`src/rtl/lu_sweep_ctrl.sv`:
```
// Self-test master for the 2-input logic unit: sweeps all 16 {ctrl1,ctrl2,a,b}
// vectors, captures the LU output into a truth table and counts mismatches
// against the golden table.
module lu_sweep_ctrl #(
    parameter int unsigned SETTLE_CYCLES = 1,
    parameter logic [15:0] GOLDEN        = 16'h17E8
) (
    input  logic        clk,
    input  logic        reset,
    input  logic        start,
    input  logic        lu_y,
    output logic        lu_ctrl1,
    output logic        lu_ctrl2,
    output logic        lu_a,
    output logic        lu_b,
    output logic        busy,
    output logic        done,
    output logic [15:0] truth_table,
    output logic [4:0]  err_count,
    output logic        pass
);

    localparam int unsigned WAIT_W = (SETTLE_CYCLES > 0) ? $clog2(SETTLE_CYCLES + 1) : 1;

    typedef enum logic [1:0] {
        IDLE  = 2'd0,
        DRIVE = 2'd1,
        DONE  = 2'd2
    } state_t;

    state_t              state;
    logic [3:0]          idx;
    logic [WAIT_W-1:0]   wait_cnt;
    logic                miss_c;
    logic [4:0]          err_nxt_c;

    // Mismatch of the current sample and the error count including it.
    assign miss_c    = lu_y ^ GOLDEN[idx];
    assign err_nxt_c = err_count + 5'(miss_c);

    // Sweep FSM: drives one vector per SETTLE_CYCLES+1 cycles and samples at the end of each.
    always_ff @(posedge clk or posedge reset) begin
        if (reset) begin
            state       <= IDLE;
            idx         <= 4'd0;
            wait_cnt    <= '0;
            lu_ctrl1    <= 1'b0;
            lu_ctrl2    <= 1'b0;
            lu_a        <= 1'b0;
            lu_b        <= 1'b0;
            busy        <= 1'b0;
            done        <= 1'b0;
            truth_table <= 16'h0000;
            err_count   <= 5'd0;
            pass        <= 1'b0;
        end else begin
            case (state)
                IDLE: begin
                    done <= 1'b0;
                    if (start) begin
                        state       <= DRIVE;
                        idx         <= 4'd0;
                        wait_cnt    <= '0;
                        {lu_ctrl1, lu_ctrl2, lu_a, lu_b} <= 4'd0;
                        truth_table <= 16'h0000;
                        err_count   <= 5'd0;
                        pass        <= 1'b0;
                        busy        <= 1'b1;
                    end
                end
                DRIVE: begin
                    if (wait_cnt == WAIT_W'(SETTLE_CYCLES)) begin
                        truth_table[idx] <= lu_y;
                        err_count        <= err_nxt_c;
                        if (idx == 4'd15) begin
                            state <= DONE;
                            busy  <= 1'b0;
                            done  <= 1'b1;
                            pass  <= (err_nxt_c == 5'd0);
                        end else begin
                            idx      <= idx + 4'd1;
                            wait_cnt <= '0;
                            {lu_ctrl1, lu_ctrl2, lu_a, lu_b} <= idx + 4'd1;
                        end
                    end else begin
                        wait_cnt <= wait_cnt + WAIT_W'(1);
                    end
                end
                DONE: begin
                    done  <= 1'b0;
                    state <= IDLE;
                end
                default: begin
                    state <= IDLE;
                    busy  <= 1'b0;
                    done  <= 1'b0;
                end
            endcase
        end
    end

endmodule

```
`config.mk`:
```
export PLATFORM = sky130hd
export DESIGN_NAME = lu_sweep_ctrl
export DESIGN_NICKNAME = d
export VERILOG_FILES = /design/src/rtl/lu_sweep_ctrl.sv
export SDC_FILE = /design/constraint.sdc
export NUM_CORES = 1
export LEC_CHECK = 0
export ABC_AREA = 1
export CAP_MARGIN = 5
export CORE_ASPECT_RATIO = 0.75
export CORE_MARGIN = 3
export CORE_UTILIZATION = 55
export DETAILED_ROUTE_END_ITERATION = 8
export PLACE_DENSITY_LB_ADDON = 0.08
export SLEW_MARGIN = 10
export SYNTH_ARGS = -nofsm -noshare
export SYNTH_HDL_FRONTEND = slang
export SYNTH_SLANG_ARGS = --single-unit
```
`constraint.sdc`:
```
create_clock -name clk -period 3.2 [get_ports clk]
set_input_delay 0.64 -clock clk [delete_from_list [all_inputs] [get_ports clk]]
set_output_delay 0.64 -clock clk [all_outputs]
set_load 0.03 [all_outputs]
```
==> results of run 1 <==
[area by class of cell]
type | count | area, um2
clock buffer | 5 | 68.8
clock inverter | 3 | 15.0
fill | 260 | 847
inverter | 20 | 75.1
multi-input combinational | 177 | 852
sequential | 31 | 776
tap | 38 | 47.5
timing repair buffer | 32 | 318
[layer usage]
metal	track usage (%)	wire length (um)	part of all wire, %	up-vias
met4	7.50	42	1.1	0
met1	32.5	1990	53	695
met2	30.6	1510	40	39
met5	0	0	0	-
met3	5.05	210	5.6	8
li1	-	-	-	810
[critical path, cell delays in order (launching register included)]
cell and delay, ps:
dfrtp_1 490, inv_1 130, ha_1 220, inv_1 110, nor2_1 90, nor2_1 140, nand2_1 80, nand2_1 60
nand2_1 50, ha_1 200, ha_1 270, inv_1 70, nand2_1 50, nor2_1 80, nand2_1 60, nor2_1 90
nand2_1 70, nand2_1 50
[stage by stage]
stage | util, % | area [um2] | hold slack [ps] | worst slack [ps] | cells
final | 71.8 | 2150 | 473 | 826 | 306
after global routing | 71.8 | 2150 | 509 | 569 | 306
after CTS | 71.8 | 2150 | 478 | 820 | 306
after detailed placement | 69.0 | 2070 | 462 | 807 | 298
after global placement | 69.0 | 2070 | 460 | 864 | 298
after floorplan | - | 1750 | 589 | 909 | 234
[registers in the layout, summed over array words and instances (netlist names)]
signal	cells
truth_table	16
busy	1
state	2
err_count	5
done	1
lu_a	1
wait_cnt	1
lu_ctrl2	1
lu_b	1
lu_ctrl1	1
pass	1
[power breakdown]
group          leakage, nW  total (mW)  switching, mW  internal (mW)
clock               0.0477       0.303          0.154          0.149
combinational        0.642        1.28          0.818          0.465
sequential           0.397       0.703          0.154          0.549
[cell families after synthesis]
logic type	Yosys count
fa+ha+maj	8
buf+inv	26
compound gates	25
simple gates	144
flops	31
[placed cells by master, fill, tap and decap left out]
master / n
o21ai_1: 10
o21ai_0: 7
dfrtp_1: 31
clkbuf_8: 5
nand3_1: 12
nand4_1: 5
o22ai_1: 1
clkdlybuf4s50_1: 31
a21oi_1: 2
clkinv_2: 3
nor2_8: 1
nor2_4: 1
inv_2: 2
nand2_4: 1
inv_1: 18
o21ai_2: 5
nor2_1: 27
nand2_2: 3
nand2_1: 94
buf_4: 1
ha_1: 8
[worst min path at each step]
stage / start / depth (start not counted) / to / slack [ps]
after floorplan: wait_cnt$_DFFE_PP0P_ / 2 / err_count[3]$_DFFE_PP0P_ / 590
after global placement: truth_table[14]$_DFFE_PP0P_ / 2 / truth_table[14]$_DFFE_PP0P_ / 460
after detailed placement: truth_table[13]$_DFFE_PP0P_ / 2 / truth_table[13]$_DFFE_PP0P_ / 460
after CTS: truth_table[13]$_DFFE_PP0P_ / 2 / truth_table[13]$_DFFE_PP0P_ / 480
after global routing: truth_table[15]$_DFFE_PP0P_ / 2 / truth_table[15]$_DFFE_PP0P_ / 510
final: truth_table[13]$_DFFE_PP0P_ / 2 / truth_table[13]$_DFFE_PP0P_ / 470
==> results.toml, run 1 <==
[routing]
wl_per_cell_um = 12.3
drt_iter0_drc = 131
num_vias = 1552
first_pass_iters = 4
drc = 0
postRouteAntennaNets = 0
vias_per_cell = 5.07
drt_wl_total_mm = 3.75

[grt]
overflow = 0
track_usage_pct = 21.7
grt_max_degree = 32
antenna_found_initial = 0
grt_pass1_wl_mm = 6.46
grt_pass1_vias = 1412

[power]
ir_worst_vdd_v = 0.000603
finalPower_mw = 2.29
p_leak_nw = 1.09
powerDensity_nw_per_um2 = 1060

[clock_network]
cts-root-buf = "clkbuf_8"
cts_tree = "built"
cts_sinks = 31
htreeDepth = 2
cts-buffers-inserted = 5
clk_latency_ps = 290
cts_hold_buffers = 0
postCtsSetupRepairBufs = 0
clockBufferDepth = 2
path_clk_slew_ps = 70
cts_resized = 0

[timing]
fin_crit_sh_pct = 74.2
tns_ps = 0
clock-skew-final_ps = 5.27
slew_viol_final = 0
rsz0062_at_grt = "false"
max_freq_mhz = 421
worst-slew-pin-transition_ps = 416
setup_viol = 0
slew_headroom_pct = 72.2
hold_violations = 0
period_needed_ps = 2370

[finish]
synthToLayoutAreaGrowth_pct = 22.7
antennaDiodeCount = 0
drive_above_1_share_pct = 8.21
nNetsFinal = 279

[synth]
syn_inst = 234
synthMostInstantiatedCell = "nand2_1"
synth.net_count = 246
yosysWarnings = 0
synthMuxAreaShare_pct = 0
synth-async-reset-ratio_pct = 100
synth_top_family_by_area = "simple AND/OR/NAND/NOR gates"
synth_edf_count = 0
yosys.area_share.simple_pct = 34.6
yosysTopAreaCell = "dfrtp_1"
synth_compound_area_share_pct = 8.27
synthXorXnorAreaFrac_pct = 0
synth_area_leaders = "dfrtp_1 44%, nand2_1 20%, nor2_1 5.8%"
synth_adder_area_share_pct = 5.71
avgSynthCellArea_um2 = 7.50
synth_seq_area_share_pct = 44.2
synth_ff_type = "dfrtp_1"
synth_commonest_cells = "94 x nand2_1, 31 x dfrtp_1, 27 x nor2_1, 18 x inv_1, 12 x nand3_1"
synth_top_area_share_pct = 44.2
synth-seq-cells = 31
syn_area_um2 = 1750
synth_cell_types = 20

[worst_setup_path]
worst_setup_path_end_kind = "flip-flop"
critPathArrivalTime_ps = 2610
critPathMaxFanout = 8
rr_worst_depth = 17
path_class = "flip-flop to flip-flop"
crit_path_end = "pass$_DFFE_PP0P_"
crit_path_start = "lu_a$_DFFE_PP0P_"
rr_startpoint = "lu_a$_DFFE_PP0P_"
r2r_slack_ps = 830
crit_required_ps = 3430
r2r-end = "pass$_DFFE_PP0P_"
start_kind = "flip-flop"

[floorplanning]
ios = 32
die_w_um = 71.2
fp-row-count = 17
start_util_pct = 58.5
placeableCoreArea_um2 = 3000
fp.dieH_um = 54.9
die_area_um2 = 3910

[placement]
dp_hpwl_mm = 2.69
port_buffers = 31
place.gp.congestion = 0.841

[outcome]
status = "complete, no violations"

[hold_path]
hold_path_class = "flip-flop to flip-flop"

[flow_run]
drv_cap = 0
Power figures use the tool's default switching activity.
==> run 2: changes to the inputs <==
Settings changed: CORE_UTILIZATION 55 to 47.
Clock period 3.2 ns to 2.15 ns, I/O delays scaled along.
==> results.toml, run 2 (synthesis gave the netlist of run 1 again) <==
[outcome]
status = "complete, no violations"

[timing]
worst-slew-pin-transition_ps = 406
slew_viol_final = 0
setup_viol = 0
hold_violations = 0
period_needed_ps = 1990
clock-skew-final_ps = 5.02
rsz0062_at_grt = "false"
setup_slack_ps = 163
holdWs_ps = 471
fin_crit_sh_pct = 92.4
slew_headroom_pct = 72.8
max_freq_mhz = 503

[finish]
final_common_cell = "nand2_1"
largest_register = "truth_table"
drive_above_1_share_pct = 14.5
nNetsFinal = 287
largest_reg_flops = 16
top_regs = "truth_table (16), err_count (5), state (2)"
final_util_pct = 66.5
design_area_um2 = 2280
layout_common_cells = "93 x nand2_1, 31 x clkdlybuf4s50_1, 28 x dfrtp_1"
synthToLayoutAreaGrowth_pct = 29.8
antennaDiodeCount = 0

[grt]
overflow = 0
antenna_found_initial = 0
track_usage_pct = 19.5
grt_max_degree = 32
grt_pass1_wl_mm = 6.81
grt_pass1_vias = 1452

[clock_network]
cts-root-buf = "clkbuf_8"
htreeDepth = 2
cts_hold_buffers = 0
cts_sinks = 31
cts-buffers-inserted = 5
clockBufferDepth = 2
clk_latency_ps = 280
path_clk_slew_ps = 60
cts_tree = "built"

[worst_setup_path]
start_kind = "flip-flop"
crit_required_ps = 2380
critPathArrivalTime_ps = 2210
critPathMaxFanout = 5
path_class = "flip-flop to flip-flop"
worst_setup_path_end_kind = "flip-flop"

[placement]
port_buffers = 31
post-place-ws_ps = -7.94
dp_hpwl_mm = 2.84
placed_cell_area_um2 = 2150
place.gp.congestion = 0.786

[power]
p_int_mw = 1.92
p_leak_nw = 1.12
switching_share_pct = 47.4
powerDensity_nw_per_um2 = 1600
p_seq_share_pct = 28.3
clock_power_share_pct = 13.8
combPwrFrac_pct = 57.9
ir_worst_vdd_v = 0.000797
power.switching_mw = 1.73

[routing]
postRouteAntennaNets = 0
num_vias = 1634
drt_wl_total_mm = 4.11
drc = 0
vias_per_cell = 5.01
wl_per_cell_um = 12.6
drt_iter0_drc = 141
first_pass_iters = 4

[floorplanning]
start_util_pct = 51.2
die_w_um = 76.5
placeableCoreArea_um2 = 3420
fp-row-count = 18
die_area_um2 = 4510
fp.dieH_um = 58.9
ios = 32

[flow_run]
drv_cap = 0

[hold_path]
hold_path_class = "flip-flop to flip-flop"
[run 2: cell types whose count changed in the layout (fill, tap and decap cells not counted), moves of 3 or more]
cell / previous run / this run
buf_4: 1 / 9
inv_1: 18 / 14
inv_2: 2 / 6
dfrtp_1: 31 / 28
ha_1: 8 / 5
clkinv_2: 3 / 0
dfrtp_2: 0 / 3
[run 2: power groups by stage]
stage	registers [mW]	clock network [mW]	logic [mW]
after floorplan	1.43	0	0.934
after global placement	1.01	0	2.02
after detailed placement	1.02	0	2.04
after CTS	1.01	0.510	2.06
after global routing	1.07	0.537	2.32
final	1.03	0.503	2.11
[run 2: repair_timing]
action                                  4_1_cts  5_1_grt
endpoints found under the setup margin        0        3
setup buffers                                 0        0
resized for setup                             0        9
[run 2: stage by stage]
step	std cells	setup TNS (ps)	power, mW
2_1_floorplan	234	0	2.36
3_3_place_gp	318	0	3.03
3_5_place_dp	318	-7.94	3.06
4_1_cts	326	0	3.58
5_1_grt	326	0	3.93
6_report	326	0	3.65
[run 2: path summary, 6_finish.rpt]
kind / slack (ps) / end / cells past startpoint / start
setup / recovery: 160 / pass$_DFFE_PP0P_ / 17 / lu_a$_DFFE_PP0P_
hold / removal: 470 / truth_table[10]$_DFFE_PP0P_ / 2 / truth_table[10]$_DFFE_PP0P_
setup reg to reg: 160 / pass$_DFFE_PP0P_ / 17 / lu_a$_DFFE_PP0P_
hold reg to reg: 470 / truth_table[10]$_DFFE_PP0P_ / 2 / truth_table[10]$_DFFE_PP0P_
min in group asynchronous: 520 / err_count[4]$_DFFE_PP0P_ / 3 / reset
max in group asynchronous: 1310 / lu_a$_DFFE_PP0P_ / 3 / reset
[run 2: critical path, cell delays in order (launching register included)]
cell and delay (ps):
dfrtp_2 450, inv_2 90, ha_2 170, inv_2 30, nor2_1 130, nor2_1 80, nand2_1 80, nand2_1 60
nand2_2 70, ha_4 140, ha_4 190, inv_2 50, nand2_1 50, nor2_1 80, nand2_1 60, nor2_1 100
nand2_1 60, nand2_1 50
[run 2: area by class of cell]
type	count	area [um2]
Inverter	20	75.1
Timing Repair Buffer	40	378
Clock buffer	8	100
Sequential cell	31	779
Tap cell	50	62.6
Fill cell	296	1150
Multi-Input combinational cell	177	882
[run 2: metal layers]
layer  global-route usage, %  part of all wire (%)  up-vias
met5                       0                     0        -
met4                    7.49                   1.6        0
met3                    5.66                   8.0        7
met2                    27.0                    41       63
met1                    28.8                    50      742
li1                        -                     -      822
